File: config.mk
export PLATFORM = sky130hd
export DESIGN_NAME = uart_tx_arbiter
export DESIGN_NICKNAME = d
export VERILOG_FILES = /design/src/rtl/uart_pkg.sv /design/src/rtl/rr_arbiter.sv /design/src/rtl/uart_tx_arbiter.sv
export SDC_FILE = /design/constraint.sdc
export NUM_CORES = 1
export LEC_CHECK = 0
export CELL_PAD_IN_SITES_DETAIL_PLACEMENT = 1
export CELL_PAD_IN_SITES_GLOBAL_PLACEMENT = 2
export CORE_MARGIN = 2
export CORE_UTILIZATION = 23
export DETAILED_ROUTE_END_ITERATION = 6
export GPL_TIMING_DRIVEN = 1
export PLACE_DENSITY = 0.88
export SLEW_MARGIN = 25
export SYNTH_ARGS = -nofsm -noshare
export SYNTH_HDL_FRONTEND = slang
export SYNTH_SLANG_ARGS = --single-unit
File: constraint.sdc
create_clock -name clk -period 1.6 [get_ports clk]
set_input_delay 0.24 -clock clk [delete_from_list [all_inputs] [get_ports clk]]
set_output_delay 0.24 -clock clk [all_outputs]
set_load 0.01 [all_outputs]
File: src/rtl/uart_pkg.sv
// Shared types and defaults for the UART transmit arbiter.
package uart_pkg;

  typedef enum logic [1:0] {
    IDLE = 2'd0,
    LOAD = 2'd1,
    WAIT = 2'd2
  } state_e;

  localparam int TIMEOUT_DEFAULT = 100000;

endpackage

File: src/rtl/rr_arbiter.sv
// Round-robin pick: first set request after last_i, with wrap-around.
module rr_arbiter #(
  parameter int N = 4
) (
  input  logic [N-1:0]         req_i,
  input  logic [$clog2(N)-1:0] last_i,
  output logic [$clog2(N)-1:0] gnt_o,
  output logic                 valid_o
);

  localparam int IW = $clog2(N);

  int           idx;
  logic [IW-1:0] ix;
  logic          found;

  always_comb begin
    gnt_o = '0;
    found = 1'b0;
    idx   = 0;
    ix    = '0;
    for (int k = 1; k <= N; k++) begin
      idx = (int'(last_i) + k) % N;
      ix  = IW'(idx);
      if (!found && req_i[ix]) begin
        gnt_o = ix;
        found = 1'b1;
      end
    end
    valid_o = found;
  end

endmodule

File: src/rtl/uart_tx_arbiter.sv
// Round-robin arbiter feeding one UART transmitter, one frame at a time.
// Optional WAIT watchdog enabled by defining UART_TX_TIMEOUT_EN.
module uart_tx_arbiter
  import uart_pkg::*;
#(
  parameter int NUM_REQ        = 4,
  parameter int TIMEOUT_CYCLES = TIMEOUT_DEFAULT
) (
  input  logic                       clk,
  input  logic                       rst_n,
  input  logic [NUM_REQ-1:0]         req_level,
  input  logic [NUM_REQ*8-1:0]       req_data,
  input  logic                       tx_busy,
  input  logic                       tx_done,
  output logic                       tx_start,
  output logic [7:0]                 tx_data,
  output logic [$clog2(NUM_REQ)-1:0] grant_id,
  output logic [NUM_REQ-1:0]         pending,
  output logic                       timeout_err
);

  localparam int IW = $clog2(NUM_REQ);

  state_e               state_q, state_d;
  logic [NUM_REQ-1:0]   req_q;
  logic [NUM_REQ-1:0]   pend_q, pend_d;
  logic [NUM_REQ-1:0]   rise;
  logic [IW-1:0]        last_q, last_d;
  logic [IW-1:0]        sel_q, sel_d;
  logic [IW-1:0]        gid_q, gid_d;
  logic [7:0]           data_q, data_d;
  logic                 start_q, start_d;
  logic [IW-1:0]        rr_gnt;
  logic                 rr_valid;

`ifdef UART_TX_TIMEOUT_EN
  localparam int CW = $clog2(TIMEOUT_CYCLES + 1);
  logic [CW-1:0] cnt_q, cnt_d;
  logic          err_q, err_d;
`else
  logic unused_cfg;
  assign unused_cfg = |TIMEOUT_CYCLES;
`endif

  assign rise = req_level & ~req_q;

  rr_arbiter #(
    .N (NUM_REQ)
  ) u_rr (
    .req_i   (pend_q),
    .last_i  (last_q),
    .gnt_o   (rr_gnt),
    .valid_o (rr_valid)
  );

  always_comb begin
    state_d = state_q;
    pend_d  = pend_q | rise;
    last_d  = last_q;
    sel_d   = sel_q;
    gid_d   = gid_q;
    data_d  = data_q;
    start_d = 1'b0;
`ifdef UART_TX_TIMEOUT_EN
    cnt_d   = '0;
    err_d   = err_q;
`endif
    unique case (state_q)
      IDLE: begin
        if (rr_valid && !tx_busy) begin
          state_d = LOAD;
          sel_d   = rr_gnt;
        end
      end
      LOAD: begin
        state_d       = WAIT;
        start_d       = 1'b1;
        data_d        = req_data[{sel_q, 3'b000} +: 8];
        gid_d         = sel_q;
        last_d        = sel_q;
        // A fresh edge in this cycle wins over the clear
        pend_d[sel_q] = rise[sel_q];
      end
      WAIT: begin
        if (tx_done) begin
          state_d = IDLE;
`ifdef UART_TX_TIMEOUT_EN
        end else if (cnt_q == CW'(TIMEOUT_CYCLES - 1)) begin
          state_d = IDLE;
          err_d   = 1'b1;
        end else begin
          cnt_d = cnt_q + 1'b1;
`endif
        end
      end
      default: state_d = IDLE;
    endcase
  end

  always_ff @(posedge clk) begin
    if (!rst_n) begin
      state_q <= IDLE;
      req_q   <= '0;
      pend_q  <= '0;
      last_q  <= IW'(NUM_REQ - 1);
      sel_q   <= '0;
      gid_q   <= '0;
      data_q  <= 8'h00;
      start_q <= 1'b0;
    end else begin
      state_q <= state_d;
      req_q   <= req_level;
      pend_q  <= pend_d;
      last_q  <= last_d;
      sel_q   <= sel_d;
      gid_q   <= gid_d;
      data_q  <= data_d;
      start_q <= start_d;
    end
  end

`ifdef UART_TX_TIMEOUT_EN
  always_ff @(posedge clk) begin
    if (!rst_n) begin
      cnt_q <= '0;
      err_q <= 1'b0;
    end else begin
      cnt_q <= cnt_d;
      err_q <= err_d;
    end
  end

  assign timeout_err = err_q;
`else
  assign timeout_err = 1'b0;
`endif

  assign tx_start = start_q;
  assign tx_data  = data_q;
  assign grant_id = gid_q;
  assign pending  = pend_q;

endmodule

==> results of run 1 <==
-- registers in the layout, summed over array words and instances, names as in the netlist --
name and cells:
grant_id 2, last_q 2, pending 4, req_q 4, sel_q 2, state_q 2
tx_data 8, tx_start 1
-- cell usage after synthesis, types with 3 or more instances --
library cell / count / area (um^2)
dfxtp_1: 25 / 500
nand2_1: 22 / 82.6
a21boi_1: 11 / 82.6
mux4_2: 8 / 180
and2_1: 5 / 31.3
o21ai_0: 5 / 25.0
inv_1: 4 / 15.0
nand2b_1: 4 / 25.0
clkbuf_1: 3 / 11.3
nor2_1: 3 / 11.3
nor3b_1: 3 / 22.5
-- cell usage in the layout, fill, tap and decap left out, drive strengths merged --
cell type,count
a2111oi,1
a21boi,13
a21oi,1
a22oi,1
a31o,1
a31oi,2
and2,6
buf,7
clkbuf,3
clkdlybuf4s50,54
clkinv,1
conb,1
dfxtp,25
inv,4
mux4,8
nand2,22
nand2b,4
nand3,1
nand3b,1
nand4,1
nor2,4
nor2b,2
nor3,1
nor3b,3
o211ai,1
o21a,2
o21ai,5
o221ai,2
o22ai,1
o31ai,1
-- repair_timing --
item | 4_1_cts | 5_1_grt
setup endpoints to repair | 0 | 1
hold buffers | 0 | 0
gates resized for setup | 0 | 1
-- cells by family after synthesis --
logic type	count (synthesis)	share of synthesized area (%)
and+or+nand+nor	45	18.5
other	1	0.311
AOI/OAI and AO/OA	31	19.7
buffers and inverters	12	5.08
muxes	8	14.9
DFF	25	41.5
-- worst paths after layout --
path / end / depth (start not counted)
max: pending[2] / 1
min: tx_data[4] / 2
max reg2reg: pending[2] / 5
min reg2reg: tx_data[4] / 2
-- final cells by class --
cell class              count  area (um^2)  area share [%]
well taps                  70         87.6            4.64
repair buffers             61          593            31.4
clock buffers               3         41.3            2.19
inverters                   4         15.0           0.795
multi-input cells          85          646            34.2
clock inverters             1         5.00           0.265
flip-flops and latches     25          502            26.6
-- per-layer routing --
layer  share of wire [%]  wire (um)  track usage [%]  vias to the layer above
met5                   0          0                0                        -
met3                 7.6        249             3.20                        2
met2                  45       1490             19.0                       34
met4                0.43         14             2.73                        0
met1                  47       1540             14.5                      523
li1                    -          -                -                      546
-- through the flow --
stage	hold WS, ps	util (%)	cells
3_3_place_gp	440	36.3	245
4_1_cts	462	37.2	249
5_1_grt	497	37.2	249
2_1_floorplan	362	-	122
6_report	456	37.2	249
3_5_place_dp	449	36.3	245
-- report_power, final --
| group | switching, W | internal (W) |
|---|---|---|
| Sequential | 0.0000417 | 0.000663 |
| Combinational | 0.000136 | 0.000239 |
| Clock | 0.000197 | 0.000174 |
==> flow_summary_export.csv, run 1 <==
group,metric,value,unit
power_and_ir_drop,power,0.00145,W
floorplan,coreArea,5070,um^2
global_routing,antenna_found_initial,0,
yosys,synth_cells,122,
run_status,outcome,"finished, final reports clean",
critical_path,r2r-start,"state_q[0]",
sta,max-slew-margin-rel,65.5,%
critical_path,cp.arrival,1250,ps
finish,finish.instance_area,1890,um^2
clocking,cts-root-buf,"clkbuf_8",
global_routing,grt_pass1_vias,1117,
sta,clock_skew,5.44,ps
critical_path,slowest_stage,"clkdlybuf4s50_1",
placement,port_buffers,54,
clocking,cts_tree,"built",
sta,max_freq,0.672,GHz
global_routing,grt.overflow.total,0,
clocking,clk_pin_slew,90,ps
sta,worstMarginPinSlew,517,ps
route,drt_iter0_drc,16,
route,vias,1105,
clocking,cts.path.max_buffers,2,
floorplan,start_util,23.8,%
yosys,synth_flop_cell,"dfxtp_1",
power_and_ir_drop,powerDensity,769,nW/um^2
yosys,syn_area,1210,um^2
route,vias_per_cell,4.44,
global_routing,grt_max_degree,15,
critical_path,critical-path-top-delay-family,"buffers and inverters",
power_and_ir_drop,leakage,0.673,nW
power_and_ir_drop,max-vdd-ir-drop,294,uV
clocking,cts.sinks,25,
yosys,synth_seq_area_share,41.5,%
global_routing,grt_pass1_wl,5350,um
finish,antenna_cells,0,
clocking,postCtsSetupBuffers,0,
placement,place_congestion,0.717,
yosys,synthesis.nets,162,
global_routing,grt_use_total,11.4,%
critical_path,start_kind,"flop",
floorplan,die_y,76.5,um
yosys,ys_types,34,
min_path,worstHoldStart,"tx_data[4]",
sta,setup_slack,113,ps
finish,nets,220,
clocking,clkLatencyLatePin,260,ps
finish,drive_above_1_share,12.8,%
route,routedWlPerCell,13.2,um
sta,fin_crit_sh,93.0,%
placement,placed_area,1840,um^2
flow_run,drv_cap,0,
clocking,cts_buffers,3,
critical_path,criticalPathCategory,"reg2out",
critical_path,startpoint,"pending[2]",
critical_path,worstPathRequired,1360,ps
clocking,htreeDepth,1,
critical_path,critPathCaptureType,"output pin",
yosys,ys_seq_elements,25,
critical_path,worstPathMaxFanout,6,
min_path,hold_path.class,"reg2reg",
yosys,synth_edf_count,0,
sta,rsz0062_at_grt,"no",
floorplan,dieArea,5850,um^2
critical_path,worstPathCellList,"clkdlybuf4s50_1",
yosys,syn-mean-instance-area,9.90,um^2
floorplan,io_pins,56,
yosys,async_flop_share,0,%
floorplan,die_w,76.5,um
sta,finalHoldViolations,0,
route,routed_wl,3290,um
floorplan,rows,26,
critical_path,reg2reg_slack,270,ps
route,ant_nets,0,
critical_path,worst-path-buf-inv,1,
route,dr.pass1.iters,4,
placement,pre_cts_slack,220,ps
sta,setup_tns,0,ps
finish,area_growth,56.5,%
route,drc,0,
finish,fill_cells,616,
sta,final_max_slew_viol_count,0,
critical_path,cp_slowest_stage_delay,570,ps
yosys,yosys_warnings,0,
sta,setup_viol,0,
placement,dpl.hpwl,2610,um
sta,post-route-min-period,1490,ps
Note: power is estimated with default switching activity, not from simulation.
==> run 2, diff against run 1 <==
Settings changed: CORE_MARGIN 2 to not set, GPL_TIMING_DRIVEN 1 to 0.
==> run 2 against run 1 <==
Against the previous run:
- final area is essentially flat
- core utilization barely moved
- highest routed layer unchanged
- clock skew is 1.6 ps lower
- largest power group unchanged
- global-route usage increased by 1.3 points
- largest cell class unchanged
==> flow_summary_export.csv, run 2 (synthesis results as in run 1) <==
group,metric,value,unit
run_status,outcome,"finished, final reports clean",
finish,largest_register_ff_count,8,
global_routing,antenna_found_initial,0,
global_routing,grt_pass1_wl,5260,um
global_routing,grt_use_total,12.6,%
route,drt_iter0_drc,15,
clocking,clkLatencyLatePin,270,ps
placement,dpl.hpwl,2580,um
floorplan,io_pins,56,
global_routing,grt_pass1_vias,1158,
global_routing,grt_max_degree,16,
critical_path,critPathCaptureType,"output pin",
clocking,cts_buffers,3,
critical_path,worstRegToRegCells,4,
critical_path,reg2reg_to,"tx_data[3]",
power_and_ir_drop,powerDensity,779,nW/um^2
route,vias_per_cell,4.48,
critical_path,worstPathRequired,1360,ps
clocking,cts.sinks,25,
sta,setup_tns,0,ps
finish,layout_commonest_cell,"clkdlybuf4s50_1",
min_path,hold_path.class,"reg2reg",
finish,antenna_cells,0,
finish,seqCellArea,503,um^2
critical_path,worstPathMaxFanout,6,
critical_path,cp.arrival,1280,ps
sta,finalHoldViolations,0,
critical_path,worstPathCellList,"clkdlybuf4s50_1",
floorplan,die_y,74.5,um
sta,setup_viol,0,
sta,final_max_slew_viol_count,0,
critical_path,critical-path-top-delay-family,"buffers and inverters",
critical_path,start_kind,"flop",
finish,area_growth,56.4,%
floorplan,dieArea,5540,um^2
sta,rsz0062_at_grt,"no",
clocking,clk_pin_slew,90,ps
placement,place_congestion,0.679,
critical_path,cp_slowest_stage_delay,580,ps
power_and_ir_drop,leakage,0.664,nW
floorplan,coreArea,5070,um^2
finish,drive_above_1_share,12.2,%
min_path,hold_depth,2,
placement,dp.cells,246,
sta,clock_skew,3.80,ps
critical_path,slowest_stage,"clkdlybuf4s50_1",
clocking,cts_tree,"built",
critical_path,startpoint,"pending[2]",
route,routedWlPerCell,13.4,um
finish,fill_cells,618,
power_and_ir_drop,max-vdd-ir-drop,540,uV
global_routing,grt.overflow.total,0,
sta,post-route-min-period,1520,ps
route,drc,0,
critical_path,cp_num_cells,1,
floorplan,die_w,74.5,um
sta,fin_crit_sh,95.3,%
clocking,htreeDepth,1,
placement,port_buffers,54,
route,vias,1121,
critical_path,criticalPathCategory,"reg2out",
flow_run,drv_cap,0,
finish,mostFrequentLayoutCells,"54 x clkdlybuf4s50_1, 23 x dfxtp_1, 22 x nand2_1, 11 x a21boi_1, 8 x mux4_2",
route,routed_wl,3340,um
critical_path,worst-path-buf-inv,1,
clocking,cts-root-buf,"clkbuf_8",
finish,multi_input_area,646,um^2
route,dr.pass1.iters,4,
clocking,cts.path.max_buffers,2,
floorplan,start_util,23.8,%
finish,fin_util,37.2,%
critical_path,crit_end,"pending[2]",
route,ant_nets,0,
critical_path,reg2reg_slack,90,ps
finish,layout.cells.non_filler,250,
critical_path,r2r-start,"sel_q[0]",
finish,nets,221,
clocking,postCtsSetupBuffers,0,
sta,max_freq,0.656,GHz
floorplan,rows,26,
==> run 2: changes by cell type in the layout (fill, tap and decap cells not counted), sizes merged <==
| cell | previous run | this run |
|---|---|---|
| buf | 7 | 4 |
| clkinv | 1 | 0 |
| clkbuf | 3 | 7 |
| clkinvlp | 0 | 1 |
==> run 2: power breakdown <==
group / internal, W / switching, W / leakage, nW
clock: 0.000177 / 0.000213 / 0.0217
combinational: 0.000235 / 0.000143 / 0.436
sequential: 0.000664 / 0.0000390 / 0.206
==> run 2: worst min path at each step <==
| stage | start | endpoint |
|---|---|---|
| 2_1_floorplan | req_level[0] | req_q[0] |
| 3_3_place_gp | tx_data[6] | tx_data[6] |
| 3_5_place_dp | tx_data[6] | tx_data[6] |
| 4_1_cts | tx_data[6] | tx_data[6] |
| 5_1_grt | tx_data[6] | tx_data[6] |
| 6_report | tx_data[6] | tx_data[6] |
==> run 2: routing by layer <==
metal  global-route usage (%)  routed length [um]
met1                     14.5                1410
met5                        0                   0
met2                     22.5                1590
met3                     4.61                 309
met4                     2.52                  31
==> run 2: stage by stage <==
stage / setup WS [ps] / total power [W] / area (um^2) / hold WS, ps
detailed placement: 26.4 / 0.00110 / 1840 / 445
floorplan: 259 / 0.000905 / 1210 / 362
CTS: 21.5 / 0.00149 / 1890 / 459
finish: 75.0 / 0.00147 / 1890 / 455
global placement: 41.1 / 0.00109 / 1840 / 441
global route: 22.0 / 0.00156 / 1890 / 467
==> run 2: cell type report <==
class | instances | area share (%)
Clock inverter | 1 | 0.398
Inverter | 4 | 0.795
Multi-Input combinational cell | 85 | 34.2
Buffer | 8 | 2.52
Sequential cell | 25 | 26.6
Timing Repair Buffer | 54 | 28.6
Tap cell | 70 | 4.64
Clock buffer | 3 | 2.19
==> run 2: repair_timing <==
| action | in CTS | in global routing |
|---|---|---|
| pin swaps | 0 | 0 |
| resized for setup | 1 | 2 |
| hold buffers | 0 | 0 |
| cloned | 0 | 0 |
| endpoints found under the setup margin | 1 | 7 |
==> run 3, diff against run 2 <==
Settings changed: CORE_UTILIZATION 23 to 24, CTS_BUF_LIST set to sky130_fd_sc_hd__clkbuf_4, PLACE_DENSITY 0.88 to 0.91.
==> run 3 against run 2 <==
Against the previous run:
- first-iteration DRC count grew to 4.3 times the previous value
- non-clock buffer count unchanged
- sequential share of layout area up 0.61 points
- die area down 4.1%
- largest cell class unchanged
==> flow_summary_export.csv, run 3 (synthesis results as in run 1) <==
group,metric,value,unit
run_status,outcome,"finished, final reports clean",
route,ant_nets,0,
floorplan,die_y,72.9,um
finish,mostFrequentLayoutCells,"54 x clkdlybuf4s50_1, 22 x nand2_1, 21 x dfxtp_1, 11 x a21boi_1, 8 x mux4_2",
sta,setup_viol,0,
critical_path,worstPathRequired,1360,ps
floorplan,start_util,25.2,%
route,routed_wl,3130,um
min_path,worstHoldStart,"tx_data[7]",
clocking,cts_hold_buf,0,
clocking,htreeDepth,1,
power_and_ir_drop,power_switching,0.000361,W
finish,drive_above_1_share,13.3,%
critical_path,worstPathMaxFanout,6,
floorplan,rows,25,
critical_path,critical-path-top-delay-family,"buffers and inverters",
critical_path,cp_slowest_stage_delay,560,ps
finish,nets,221,
power_and_ir_drop,switching_share,26.3,%
global_routing,grt.overflow.total,0,
route,drc,0,
floorplan,io_pins,56,
route,vias_per_cell,4.48,
global_routing,grt_max_degree,14,
critical_path,criticalPathCategory,"reg2out",
power_and_ir_drop,clkPwrFrac,21.8,%
sta,setup_slack,83.7,ps
finish,layout_commonest_cell,"clkdlybuf4s50_1",
placement,pre_cts_slack,54.9,ps
floorplan,dieArea,5320,um^2
sta,final_max_slew_viol_count,0,
clocking,clk_pin_slew,130,ps
min_path,hold_path.class,"reg2reg",
placement,dpl.hpwl,2460,um
floorplan,die_w,72.9,um
clocking,cts.path.max_buffers,2,
critical_path,slowest_stage,"clkdlybuf4s50_1",
sta,rsz0062_at_grt,"no",
sta,setup_tns,0,ps
global_routing,grt_use_total,12.8,%
sta,clock_skew,5.81,ps
placement,port_buffers,54,
route,dr.pass1.iters,4,
global_routing,antenna_found_initial,0,
flow_run,drv_cap,0,
route,routedWlPerCell,12.7,um
sta,post-route-min-period,1520,ps
finish,area_growth,55.1,%
finish,antenna_cells,0,
critical_path,worst-path-buf-inv,1,
global_routing,grt_pass1_wl,5170,um
critical_path,r2r-start,"sel_q[0]",
sta,fin_crit_sh,94.8,%
finish,largest_register_ff_count,8,
critical_path,startpoint,"pending[2]",
clocking,cts.sinks,25,
clocking,cts-root-buf,"clkbuf_4",
critical_path,critPathCaptureType,"output pin",
floorplan,coreArea,4790,um^2
critical_path,worstPathCellList,"clkdlybuf4s50_1",
clocking,cts_tree,"built",
power_and_ir_drop,leakage,0.661,nW
power_and_ir_drop,power_frac_seq,51.2,%
sta,finalHoldViolations,0,
global_routing,grt_pass1_vias,1120,
power_and_ir_drop,max-vdd-ir-drop,469,uV
placement,place_congestion,0.799,
clocking,clkLatencyLatePin,320,ps
power_and_ir_drop,powerDensity,734,nW/um^2
finish,fin_util,39.1,%
route,vias,1106,
power_and_ir_drop,p_int,0.00101,W
critical_path,cp.arrival,1280,ps
finish,fill_cells,562,
critical_path,start_kind,"flop",
power_and_ir_drop,p_comb_share,27.0,%
sta,max_freq,0.660,GHz
route,drt_iter0_drc,64,
clocking,cts_buffers,3,
-- run 3: cell types whose count changed in the layout (fill, tap and decap cells not counted), sizes merged --
cell | previous run | this run
clkinvlp | 1 | 0
clkbuf | 7 | 8
-- run 3: metal layers --
layer	up-vias	share of wire [%]	global-route usage, %
li1	545	-	-
met1	528	47	16.6
met2	31	48	21.1
met3	2	5.3	4.01
met4	0	0.26	1.96
met5	-	0	0
-- run 3: path summary, 6_finish.rpt --
path / to / slack, ps / cells after the start
setup / recovery: pending[2] / 80 / 1
hold / removal: tx_data[7] / 460 / 2
setup reg to reg: tx_data[5] / 110 / 4
hold reg to reg: tx_data[7] / 460 / 2
-- run 3: power groups by stage --
stage / combinational, W / clock (W) / sequential, W
after floorplan: 0.000186 / 0 / 0.000720
after global placement: 0.000374 / 0 / 0.000717
after detailed placement: 0.000377 / 0 / 0.000717
after CTS: 0.000379 / 0.000320 / 0.000705
after global routing: 0.000408 / 0.000346 / 0.000712
final: 0.000372 / 0.000299 / 0.000704
-- run 3: final cells by class --
cell class              count  area [um^2]  share of cell area [%]
multi-input cells          85          646                    34.5
repair buffers             54          541                    28.9
flip-flops and latches     25          510                    27.3
well taps                  67         83.8                    4.48
plain buffers               8         47.5                    2.54
clock buffers               4         30.0                    1.60
inverters                   4         15.0                   0.802
-- run 3: timing repair --
action                     in CTS  in global routing
resized for setup               3                  4
buffers inserted                0                  0
setup endpoints to repair       3                  9
-- run 3: through the flow --
step / hold slack, ps / area, um^2 / instances / power, W
6_report: 461 / 1870 / 247 / 0.00137
5_1_grt: 485 / 1870 / 247 / 0.00147
4_1_cts: 465 / 1870 / 247 / 0.00140
3_5_place_dp: 446 / 1830 / 243 / 0.00109
3_3_place_gp: 441 / 1830 / 243 / 0.00109
2_1_floorplan: 362 / 1210 / 122 / 0.000905
